`src/rtl/mem_pkg.sv`:
```
// ============================================================================
//  Module      : mem_pkg
//  Description : Shared memory-access types for decode and the load/store unit.
//  Revision    : 1.0 - initial release
// ============================================================================
`default_nettype none

package mem_pkg;

    typedef enum logic [1:0] {
        BYTE = 2'd0,
        HALF = 2'd1,
        WORD = 2'd2
    } mem_size_t;

    typedef logic [1:0] lsu_state_t;

    localparam lsu_state_t IDLE = 2'd0;
    localparam lsu_state_t REQ  = 2'd1;
    localparam lsu_state_t WAIT = 2'd2;
    localparam lsu_state_t DONE = 2'd3;

    // Size code 3 is reserved and always treated as a misaligned access.
    function automatic logic is_misaligned(input logic [1:0] size, input logic [1:0] off);
        logic bad;
        case (size)
            2'd0:    bad = 1'b0;
            2'd1:    bad = off[0];
            2'd2:    bad = (off != 2'b00);
            default: bad = 1'b1;
        endcase
        return bad;
    endfunction

endpackage

`default_nettype wire

```
`src/rtl/load_store_unit_load_extract.sv`:
```
// ============================================================================
//  Module      : load_extract
//  Description : Selects the addressed byte/half of a bus word and extends it.
//  Revision    : 1.0 - initial release
// ============================================================================
`default_nettype none

module load_extract
    import mem_pkg::*;
(
    input  logic [31:0] i_bus_rdata,
    input  logic [1:0]  i_byte_off,
    input  mem_size_t   i_size,
    input  logic        i_signed,
    output logic [31:0] o_result
);

    logic [7:0]  w_byte;
    logic [15:0] w_half;

    always_comb begin
        case (i_byte_off)
            2'd0:    w_byte = i_bus_rdata[7:0];
            2'd1:    w_byte = i_bus_rdata[15:8];
            2'd2:    w_byte = i_bus_rdata[23:16];
            default: w_byte = i_bus_rdata[31:24];
        endcase
        w_half = i_byte_off[1] ? i_bus_rdata[31:16] : i_bus_rdata[15:0];

        case (i_size)
            BYTE:    o_result = {{24{i_signed & w_byte[7]}}, w_byte};
            HALF:    o_result = {{16{i_signed & w_half[15]}}, w_half};
            default: o_result = i_bus_rdata;
        endcase
    end

endmodule

`default_nettype wire

```
`src/rtl/load_store_unit.sv`:
```
// ============================================================================
//  Module      : load_store_unit
//  Description : Single-outstanding load/store sequencer onto a 32-bit bus.
//  Revision    : 1.0 - initial release
// ============================================================================
`default_nettype none

module load_store_unit
    import mem_pkg::*;
#(
    parameter int ADDR_W = 32
) (
    input  logic              clk,
    input  logic              rst_n,
    input  logic              start,
    input  logic              mem_read,
    input  logic              mem_write,
    input  logic [1:0]        mem_size,
    input  logic              mem_signed,
    input  logic [ADDR_W-1:0] addr,
    input  logic [31:0]       wdata,
    output logic              busy,
    output logic              done,
    output logic              fault,
    output logic [31:0]       rdata,
    output logic              bus_req,
    output logic              bus_we,
    output logic [ADDR_W-1:0] bus_addr,
    output logic [3:0]        bus_be,
    output logic [31:0]       bus_wdata,
    input  logic              bus_gnt,
    input  logic              bus_rvalid,
    input  logic [31:0]       bus_rdata
);

    lsu_state_t        state_q, state_d;
    logic [ADDR_W-1:0] addr_q, addr_d;
    mem_size_t         size_q, size_d;
    logic              signed_q, signed_d;
    logic [31:0]       wdata_q, wdata_d;
    logic              we_q, we_d;
    logic              fault_q, fault_d;
    logic [31:0]       rdata_q, rdata_d;

    logic [31:0]       w_load;
    logic [3:0]        w_be;
    logic [31:0]       w_wdata_lanes;
    logic              w_in_req;

    load_extract u_load_extract (
        .i_bus_rdata (bus_rdata),
        .i_byte_off  (addr_q[1:0]),
        .i_size      (size_q),
        .i_signed    (signed_q),
        .o_result    (w_load)
    );

    always_comb begin
        state_d  = state_q;
        addr_d   = addr_q;
        size_d   = size_q;
        signed_d = signed_q;
        wdata_d  = wdata_q;
        we_d     = we_q;
        fault_d  = fault_q;
        rdata_d  = rdata_q;

        case (state_q)
            IDLE: begin
                if (start && (mem_read || mem_write)) begin
                    addr_d   = addr;
                    size_d   = mem_size_t'(mem_size);
                    signed_d = mem_signed;
                    wdata_d  = wdata;
                    we_d     = mem_write;
                    // Faulted accesses skip the bus and report through DONE.
                    if ((mem_read && mem_write) || is_misaligned(mem_size, addr[1:0])) begin
                        fault_d = 1'b1;
                        rdata_d = 32'd0;
                        state_d = DONE;
                    end else begin
                        state_d = REQ;
                    end
                end
            end
            REQ: begin
                if (bus_gnt) begin
                    state_d = we_q ? DONE : WAIT;
                end
            end
            WAIT: begin
                if (bus_rvalid) begin
                    rdata_d = w_load;
                    state_d = DONE;
                end
            end
            default: begin
                fault_d = 1'b0;
                state_d = IDLE;
            end
        endcase
    end

    always_ff @(posedge clk) begin
        if (!rst_n) begin
            state_q  <= IDLE;
            addr_q   <= '0;
            size_q   <= BYTE;
            signed_q <= 1'b0;
            wdata_q  <= 32'd0;
            we_q     <= 1'b0;
            fault_q  <= 1'b0;
            rdata_q  <= 32'd0;
        end else begin
            state_q  <= state_d;
            addr_q   <= addr_d;
            size_q   <= size_d;
            signed_q <= signed_d;
            wdata_q  <= wdata_d;
            we_q     <= we_d;
            fault_q  <= fault_d;
            rdata_q  <= rdata_d;
        end
    end

    always_comb begin
        case (size_q)
            BYTE: begin
                w_be          = 4'b0001 << addr_q[1:0];
                w_wdata_lanes = {4{wdata_q[7:0]}};
            end
            HALF: begin
                w_be          = addr_q[1] ? 4'b1100 : 4'b0011;
                w_wdata_lanes = {2{wdata_q[15:0]}};
            end
            default: begin
                w_be          = 4'b1111;
                w_wdata_lanes = wdata_q;
            end
        endcase
    end

    // Bus payload is held at zero outside REQ so it only ever reflects a live request.
    assign w_in_req  = (state_q == REQ);
    assign bus_req   = w_in_req;
    assign bus_we    = w_in_req & we_q;
    assign bus_addr  = w_in_req ? {addr_q[ADDR_W-1:2], 2'b00} : '0;
    assign bus_be    = w_in_req ? w_be : 4'b0000;
    assign bus_wdata = w_in_req ? w_wdata_lanes : 32'd0;

    assign busy  = (state_q != IDLE);
    assign done  = (state_q == DONE);
    assign fault = done & fault_q;
    assign rdata = rdata_q;

endmodule

`default_nettype wire

```
`config.mk`:
```
export PLATFORM = sky130hd
export DESIGN_NAME = load_store_unit
export DESIGN_NICKNAME = d
export VERILOG_FILES = /design/src/rtl/mem_pkg.sv /design/src/rtl/load_store_unit_load_extract.sv /design/src/rtl/load_store_unit.sv
export SDC_FILE = /design/constraint.sdc
export NUM_CORES = 1
export LEC_CHECK = 0
export CAP_MARGIN = 10
export CELL_PAD_IN_SITES_DETAIL_PLACEMENT = 0
export CELL_PAD_IN_SITES_GLOBAL_PLACEMENT = 2
export CORE_MARGIN = 3
export CORE_UTILIZATION = 26
export CTS_BUF_LIST = sky130_fd_sc_hd__clkbuf_2 sky130_fd_sc_hd__clkbuf_4 sky130_fd_sc_hd__clkbuf_8
export CTS_CLUSTER_SIZE = 8
export DETAILED_ROUTE_END_ITERATION = 7
export GPL_TIMING_DRIVEN = 0
export PLACE_DENSITY_LB_ADDON = 0.25
export SETUP_SLACK_MARGIN = 0.1
export SYNTH_ARGS = -nofsm -noshare
export SYNTH_HDL_FRONTEND = slang
export SYNTH_SLANG_ARGS = --single-unit
```
`constraint.sdc`:
```
create_clock -name clk -period 2.9 [get_ports clk]
set_input_delay 0.58 -clock clk [delete_from_list [all_inputs] [get_ports clk]]
set_output_delay 0.58 -clock clk [all_outputs]
set_load 0.01 [all_outputs]
```
==> results_tabular.tex, run 1 <==
\begin{tabular}{lr}
\hline
Metric & Value \\
\hline
\multicolumn{2}{l}{\textbf{Run status}} \\
\quad Outcome & completed \\
\multicolumn{2}{l}{\textbf{Power and ir drop}} \\
\quad Power per standard cell area & 599 nW/um2 \\
\quad Max rail drop VDD & 210 uV \\
\quad Total leakage power & 2.90 nW \\
\multicolumn{2}{l}{\textbf{Yosys}} \\
\quad Dominant cells by area after synthesis & sky130\_fd\_sc\_hd\_\_dfxtp\_1 (41\%), sky130\_fd\_sc\_hd\_\_nand2\_1 (12\%), sky130\_fd\_sc\_hd\_\_a21oi\_1 (10\%), sky130\_fd\_sc\_hd\_\_and2\_1 (5.3\%), sky130\_fd\_sc\_hd\_\_a22o\_1 (5.0\%) \\
\quad Combined area of all synthesized cells & 5030 um2 \\
\quad Netlist cell types & 45 \\
\quad Most used standard cells in the synthesized netlist & sky130\_fd\_sc\_hd\_\_nand2\_1 (166), sky130\_fd\_sc\_hd\_\_a21oi\_1 (103), sky130\_fd\_sc\_hd\_\_dfxtp\_1 (103) \\
\quad Cell type contributing the most total cell area after synthesis & sky130\_fd\_sc\_hd\_\_dfxtp\_1 \\
\quad Sequential-to-total area share from yosys stat & 41.0\% \\
\quad Avg Inst Size Synth & 7.83 um2 \\
\quad Library cell with the highest instance count after synthesis & sky130\_fd\_sc\_hd\_\_nand2\_1 \\
\quad Yosys warning count & 0 \\
\quad Simple-gate portion of the synthesized area & 26.6\% \\
\quad Area share of the largest cell type after synthesis & 41.0\% \\
\quad Adder and majority cell fraction of the synthesized area & 0.994\% \\
\quad Post-synth EDFFs & 0 \\
\quad Share of synthesized registers carrying an async set or reset & 0\% \\
\quad Area fraction in compound gates after synthesis & 20.4\% \\
\quad Yosys reg bits & 103 \\
\quad Largest family of logic cells by synthesized area & simple AND/OR/NAND/NOR gates \\
\quad Parity-gate share of the synthesized area counting xor and xnor cells & 0\% \\
\quad Proportion of synthesized area in mux cells & 5.44\% \\
\quad Post-Synthesis Cells & 643 \\
\quad Dominant synthesized flop cell & sky130\_fd\_sc\_hd\_\_dfxtp\_1 \\
\multicolumn{2}{l}{\textbf{Drt}} \\
\quad DRC Markers & 0 \\
\quad WL final & 18700 um \\
\quad Via count & 5170 \\
\quad First DRT Iteration DRCs & 186 \\
\quad Average detailed-routed wire length per instance & 16.6 um \\
\quad Detail Route Antenna Nets & 0 \\
\quad Pre-antenna DRT Iters & 6 \\
\quad Vias/cell & 4.59 \\
\multicolumn{2}{l}{\textbf{Floorplanning}} \\
\quad Die area & 21100 um2 \\
\quad Floorplan die height & 145 um \\
\quad Number of top-level pins & 211 \\
\quad Width of the die & 145 um \\
\quad Starting density of the core & 26.6\% \\
\quad Total number of placement rows & 50 \\
\quad Total core area & 18900 um2 \\
\multicolumn{2}{l}{\textbf{STA}} \\
\quad Min Tclk post-route & 2.69 ns \\
\quad Upper clock frequency limit & 371 MHz \\
\quad Final-report setup violation count & 0 \\
\quad Worst Tran Pin Value & 0.644 ns \\
\quad Period Utilization, post-route & 92.8\% \\
\quad Final hold viol count & 0 \\
\quad Hold\_ws & 0.455 ns \\
\quad Fin Clk Skew & 0.0129 ns \\
\quad Unrepaired setup endpoints after global routing & true \\
\quad Final max-slew violation count & 0 \\
\quad Relative slew slack & 57.1\% \\
\multicolumn{2}{l}{\textbf{Cells and area}} \\
\quad Total area of multi-input combinational cells & 2720 um2 \\
\quad Total of fill cells in the finished design & 1974 \\
\quad Summed area of non-filler cells in the final layout & 7790 um2 \\
\quad Fraction of final layout cells sized beyond drive strength 1 & 7.84\% \\
\quad Antenna diode count & 0 \\
\quad Final \#Nets & 974 \\
\quad Layout Area Growth over Synthesis & 54.7\% \\
\quad Sequential cell area in the final layout & 2070 um2 \\
\multicolumn{2}{l}{\textbf{Critical path}} \\
\quad R2r worst-path depth & 8 \\
\quad CP endpoint kind & primary output \\
\quad End of the worst register-to-register path & rdata[26] \\
\quad Endpoint arrival time on the critical path & 2.11 ns \\
\quad Kind of start point of the critical path & flip-flop \\
\quad Highest net fanout along the worst path & 10 \\
\quad Required @ worst endpoint & 2.32 ns \\
\quad Worst R2R Start & state\_q[0] \\
\quad CP endpoint & bus\_wdata[8] \\
\quad Worst Setup SP & size\_q[1] \\
\quad Flop-to-flop setup slack & 0.69 ns \\
\quad Worst Setup Path Type & flip-flop to primary output \\
\multicolumn{2}{l}{\textbf{Global route}} \\
\quad Global-route wire length before repair & 29200 um \\
\quad Initial antenna violation count & 0 \\
\quad Via count of the first global-routing pass & 5269 \\
\quad Maximum number of pins on one net before global-route repair & 16 \\
\quad Overall fraction of global-route tracks in use & 17.5\% \\
\quad Total gr overflow & 0 \\
\multicolumn{2}{l}{\textbf{CTS}} \\
\quad CTS tree & yes \\
\quad CTS clock-pin slew for the worst setup and hold paths & 0.10 ns \\
\quad Number of H-tree levels & 3 \\
\quad Clk sinks & 103 \\
\quad Root buf cell & sky130\_fd\_sc\_hd\_\_clkbuf\_8 \\
\quad Number of buffers on the longest clock path & 2 \\
\quad Clk Latency, worst-skew pair & 0.38 ns \\
\quad Inserted Clock Buffers & 9 \\
\multicolumn{2}{l}{\textbf{Min path}} \\
\quad Worst Hold Class & flip-flop to flip-flop \\
\multicolumn{2}{l}{\textbf{Placed design}} \\
\quad Final Wtd Congestion & 0.815 \\
\quad Detailed Place HPWL & 14700 um \\
\quad I/O Buffers & 208 \\
\quad Post-placement cell area & 7450 um2 \\
\multicolumn{2}{l}{\textbf{Job}} \\
\quad Max-cap violations & 0 \\
\hline
\end{tabular}
-- layout by cell type, fill, tap and decap left out, types with 9 or more instances in the layout --
cell type	netlist	routed
sky130_fd_sc_hd__clkdlybuf4s50_1	0	195
sky130_fd_sc_hd__clkbuf_1	28	19
sky130_fd_sc_hd__a21oi_1	103	103
sky130_fd_sc_hd__dfxtp_1	103	99
sky130_fd_sc_hd__nand2b_1	18	18
sky130_fd_sc_hd__clkbuf_8	0	11
sky130_fd_sc_hd__nand2_1	166	166
sky130_fd_sc_hd__and2_1	43	43
sky130_fd_sc_hd__buf_2	14	10
sky130_fd_sc_hd__a22o_1	29	29
sky130_fd_sc_hd__mux2i_1	24	24
sky130_fd_sc_hd__dlymetal6s2s_1	0	9
sky130_fd_sc_hd__nor2_1	35	34
-- worst max-delay path: stages, from the launching register on --
cell and delay, ns:
sky130_fd_sc_hd__dfxtp_2 0.36, sky130_fd_sc_hd__buf_4 0.18, sky130_fd_sc_hd__buf_6 0.15, sky130_fd_sc_hd__nor2_4 0.19
sky130_fd_sc_hd__nand2_1 0.08, sky130_fd_sc_hd__a21oi_1 0.19, sky130_fd_sc_hd__clkdlybuf4s50_1 0.58
-- metrics by stage --
| stage | setup WS [ns] | std cells | power (W) | util [%] | setup TNS [ns] |
|---|---|---|---|---|---|
| 3_3_place_gp | -0.0559 | 1112 | 0.00361 | 39.4 | -0.306 |
| 2_1_floorplan | 0.926 | 644 | 0.00283 | - | 0 |
| 3_5_place_dp | -0.0633 | 1112 | 0.00364 | 39.4 | -0.522 |
| 6_report | 0.208 | 1127 | 0.00467 | 41.2 | 0 |
| 5_1_grt | 0.0536 | 1127 | 0.00499 | 41.2 | 0 |
| 4_1_cts | 0.0937 | 1125 | 0.00472 | 40.9 | 0 |
-- cell type report --
type	instances	area share, %
tap	260	4.18
multi-input combinational	483	35.0
timing repair buffer	210	27.1
clock inverter	4	0.931
inverter	7	0.401
sequential	103	26.6
clock buffer	10	1.69
buffer	50	4.14
-- worst min-delay path by stage --
stage	startpoint	end	slack [ns]	depth (start not counted)
after global placement	addr_q[14]	addr_q[14]	0.44	2
after detailed placement	we_q	we_q	0.44	2
after floorplan	addr_q[10]	addr_q[10]	0.43	2
after global routing	addr_q[8]	addr_q[8]	0.47	2
final	addr_q[9]	addr_q[9]	0.45	2
after CTS	addr_q[30]	addr_q[30]	0.46	2
-- sequential cells by signal, summed over array words and instances (netlist names) --
| name | count |
|---|---|
| signed_q | 1 |
| rdata | 32 |
| size_q | 2 |
| addr_q | 32 |
| state_q | 2 |
| we_q | 1 |
| wdata_q | 32 |
| fault_q | 1 |
-- repair_timing --
item	CTS	global route
setup endpoints to repair	56	42
pin swaps	1	1
buffers inserted	0	2
resized for setup	35	24
hold buffers	0	0
-- per-layer routing --
metal | part of all wire [%] | GRT usage, % | routed length [um] | vias to the layer above
met3 | 5.6 | 3.94 | 1040 | 15
met2 | 48 | 29.7 | 9000 | 142
met4 | 1.3 | 5.03 | 249 | 0
li1 | - | - | - | 2593
met1 | 45 | 22.2 | 8410 | 2420
met5 | 0 | 0 | 0 | -
-- power breakdown --
group / switching, W / leakage, nW / internal, W
Sequential: 0.000131 / 0.841 / 0.00160
Combinational: 0.00109 / 1.96 / 0.000845
Clock: 0.000517 / 0.102 / 0.000486
-- logic make-up (layout without fill, tap and decap cells) --
group / count (synthesis) / after routing
AO/OA/AOI/OAI: 158 / 158
AND/OR/NAND/NOR: 293 / 293
buffers and inverters: 58 / 281
flip-flops: 103 / 103
adder cells (fa/ha/maj): 4 / 4
other: 1 / 2
multiplexers: 26 / 26
Note: power is estimated with default switching activity, not from simulation.
==> inputs of run 2 (changes only) <==
Settings changed: CELL_PAD_IN_SITES_GLOBAL_PLACEMENT 2 to 1, CORE_UTILIZATION 26 to 33, HOLD_SLACK_MARGIN set to 0.06.
==> run 2 against run 1 <==
Total power up 0.54%; largest power group unchanged; sequential share of layout area up 0.19 points; setup slack worse by 0.042 ns; critical path type unchanged.
==> results_tabular.tex, run 2 (same netlist as run 1, synthesis figures left out) <==
\begin{tabular}{lr}
\hline
Metric & Value \\
\hline
\multicolumn{2}{l}{\textbf{Run status}} \\
\quad Outcome & completed \\
\multicolumn{2}{l}{\textbf{CTS}} \\
\quad Root buf cell & sky130\_fd\_sc\_hd\_\_clkbuf\_8 \\
\quad Clk Latency, worst-skew pair & 0.38 ns (about the same) \\
\quad Inserted Clock Buffers & 9 (unchanged) \\
\quad Number of H-tree levels & 3 (unchanged) \\
\quad CTS tree & yes \\
\quad Number of buffers on the longest clock path & 2 (unchanged) \\
\quad Number of buffers added to fix hold violations after cts & 0 (unchanged) \\
\quad CTS clock-pin slew for the worst setup and hold paths & 0.09 ns (about the same) \\
\quad Clk sinks & 103 (unchanged) \\
\multicolumn{2}{l}{\textbf{Cells and area}} \\
\quad Fraction of final layout cells sized beyond drive strength 1 & 7.62\% (-0.22 points) \\
\quad Most common cell after layout, fill and taps aside & sky130\_fd\_sc\_hd\_\_clkdlybuf4s50\_1 \\
\quad Final \#Nets & 972 (-0.21\%) \\
\quad Summed area of non-filler cells in the final layout & 7730 um2 (-0.84\%) \\
\quad Sequential cell area in the final layout & 2070 um2 (-0.12\%) \\
\quad Total of fill cells in the finished design & 1440 (-27\%) \\
\quad Total area of multi-input combinational cells & 2730 um2 (+0.28\%) \\
\quad Highest-count cells in the layout ignoring fill and taps & sky130\_fd\_sc\_hd\_\_clkdlybuf4s50\_1 (197), sky130\_fd\_sc\_hd\_\_nand2\_1 (166), sky130\_fd\_sc\_hd\_\_a21oi\_1 (102), sky130\_fd\_sc\_hd\_\_dfxtp\_1 (101), sky130\_fd\_sc\_hd\_\_and2\_1 (43) \\
\quad Antenna diode count & 0 (unchanged) \\
\quad Layout Area Growth over Synthesis & 53.5\% \\
\multicolumn{2}{l}{\textbf{Job}} \\
\quad Max-cap violations & 0 (unchanged) \\
\multicolumn{2}{l}{\textbf{Critical path}} \\
\quad Highest net fanout along the worst path & 10 (unchanged) \\
\quad Flop-to-flop setup slack & 0.56 ns (-0.13 ns) \\
\quad Critical-path cell list & inv\_1 -> ha\_4 -> clkinv\_4 -> clkbuf\_4 -> nor2\_1 -> clkdlybuf4s50\_1 \\
\quad Dominant delay contributor by cell family on the critical path & buffers and inverters \\
\quad Delay contributed by the slowest stage of the critical path & 0.57 ns (about the same) \\
\quad CP endpoint kind & primary output \\
\quad WP buf/inv & 4 (+1) \\
\quad Slowest stage cell on the critical path & sky130\_fd\_sc\_hd\_\_clkdlybuf4s50\_1 \\
\quad Worst Setup Path Type & flip-flop to primary output \\
\quad Kind of start point of the critical path & flip-flop \\
\quad Required @ worst endpoint & 2.32 ns (about the same) \\
\quad Endpoint arrival time on the critical path & 2.15 ns (+0.04 ns) \\
\multicolumn{2}{l}{\textbf{STA}} \\
\quad Min Tclk post-route & 2.73 ns (+0.0418 ns) \\
\quad Total negative slack for setup checks & 0 ns (unchanged) \\
\quad Unrepaired setup endpoints after global routing & true \\
\quad Post-route worst setup slack & 0.166 ns (-0.0418 ns) \\
\quad Fin Clk Skew & 0.00569 ns (-0.00722 ns) \\
\quad Relative slew slack & 57.3\% (+0.20 points) \\
\quad Worst Tran Pin Value & 0.641 ns (-0.00304 ns) \\
\quad Final-report setup violation count & 0 (unchanged) \\
\quad Upper clock frequency limit & 366 MHz (-1.5\%) \\
\quad Final max-slew violation count & 0 (unchanged) \\
\quad Final hold viol count & 0 (unchanged) \\
\quad Period Utilization, post-route & 94.3\% (+1.4 points) \\
\multicolumn{2}{l}{\textbf{Placed design}} \\
\quad Post-placement cell area & 7350 um2 (-1.3\%) \\
\quad Final Wtd Congestion & 0.839 (+2.9\%) \\
\quad I/O Buffers & 208 (unchanged) \\
\quad Detailed Place HPWL & 13600 um (-7.3\%) \\
\quad Post-Place Worst Slack & -0.0331 ns (+0.0302 ns) \\
\multicolumn{2}{l}{\textbf{Global route}} \\
\quad Met3 usage & 6.47\% (+2.5 points) \\
\quad Via count of the first global-routing pass & 5266 (-0.057\%) \\
\quad Initial antenna violation count & 0 (unchanged) \\
\quad GR Layer Usage met1 & 26.4\% (+4.2 points) \\
\quad Grt met2 use & 34.0\% (+4.3 points) \\
\quad Total gr overflow & 0 (unchanged) \\
\quad Global-route wire length before repair & 27400 um (-6.3\%) \\
\quad Overall fraction of global-route tracks in use & 20.8\% (+3.4 points) \\
\quad Maximum number of pins on one net before global-route repair & 16 (unchanged) \\
\quad Global route hottest layer & met2 \\
\multicolumn{2}{l}{\textbf{Floorplanning}} \\
\quad Total core area & 14800 um2 (-22\%) \\
\quad Floorplan die height & 130 um (-11\%) \\
\quad Width of the die & 130 um (-11\%) \\
\quad Total number of placement rows & 44 (-12\%) \\
\quad Starting density of the core & 34.1\% (+7.5 points) \\
\quad Number of top-level pins & 211 (unchanged) \\
\quad Die area & 16800 um2 (-20\%) \\
\multicolumn{2}{l}{\textbf{Drt}} \\
\quad Detail Route Antenna Nets & 0 (unchanged) \\
\quad WL final & 17600 um (-5.8\%) \\
\quad Pre-antenna DRT Iters & 4 (-2) \\
\quad First DRT Iteration DRCs & 216 (+16\%) \\
\quad DRC Markers & 0 (unchanged) \\
\quad Via count & 5180 (+0.19\%) \\
\quad Vias/cell & 4.93 (+7.5\%) \\
\quad Average detailed-routed wire length per instance & 16.8 um (+1.1\%) \\
\multicolumn{2}{l}{\textbf{Power and ir drop}} \\
\quad Total leakage power & 2.92 nW (+0.78\%) \\
\quad Max rail drop VDD & 385 uV (+83\%) \\
\quad Power per standard cell area & 607 nW/um2 (+1.4\%) \\
\quad Power after layout & 0.00469 W (+0.54\%) \\
\multicolumn{2}{l}{\textbf{Min path}} \\
\quad Worst Hold Class & flip-flop to flip-flop \\
\hline
\end{tabular}
==> run 2: where the power goes <==
group | switching (W) | internal [W]
combinational | 0.00109 | 0.000836
clock | 0.000494 | 0.000551
sequential | 0.000128 | 0.00160
==> run 2: worst min-delay path: stages, from the launching register on <==
cell,delay [ns]
sky130_fd_sc_hd__dfxtp_1,0.31
sky130_fd_sc_hd__nand2_1,0.05
sky130_fd_sc_hd__a21oi_1,0.05
==> run 2: area by class of cell <==
class                           instances  share of cell area, %
Multi-Input combinational cell        483                   35.4
Timing Repair Buffer                  209                   27.4
Sequential cell                       103                   26.8
Buffer                                 49                   4.13
Tap cell                              184                   2.98
Clock buffer                           12                   2.14
Clock inverter                          3                  0.842
Inverter                                7                  0.405
==> run 2: worst paths after layout <==
path	endpoint	startpoint	depth (start not counted)
worst max-delay path	bus_be[1]	state_q[1]	6
worst min-delay path	addr_q[14]	addr_q[14]	2
worst max register to register	rdata[22]	state_q[0]	8
worst min register to register	addr_q[14]	addr_q[14]	2
==> run 2: timing repair <==
item                                   in CTS  in global routing
pin swaps                                   0                  2
endpoints found under the hold margin       0                  0
setup endpoints to repair                  46                 41
resized for setup                          33                 20
buffers inserted                            0                  1
==> run 2: stage by stage <==
step,cells,hold slack (ns),utilization (%)
6_report,1050,0.455,52.4
5_1_grt,1050,0.478,52.4
4_1_cts,1050,0.457,52.1
3_5_place_dp,1036,0.445,49.8
3_3_place_gp,1036,0.438,49.8
2_1_floorplan,644,0.432,-
==> run 2: layer usage <==
layer / part of all wire (%) / routed length, um
met1: 44 / 7760
met2: 46 / 8160
met3: 7.3 / 1290
met4: 2.3 / 398
met5: 0 / 0
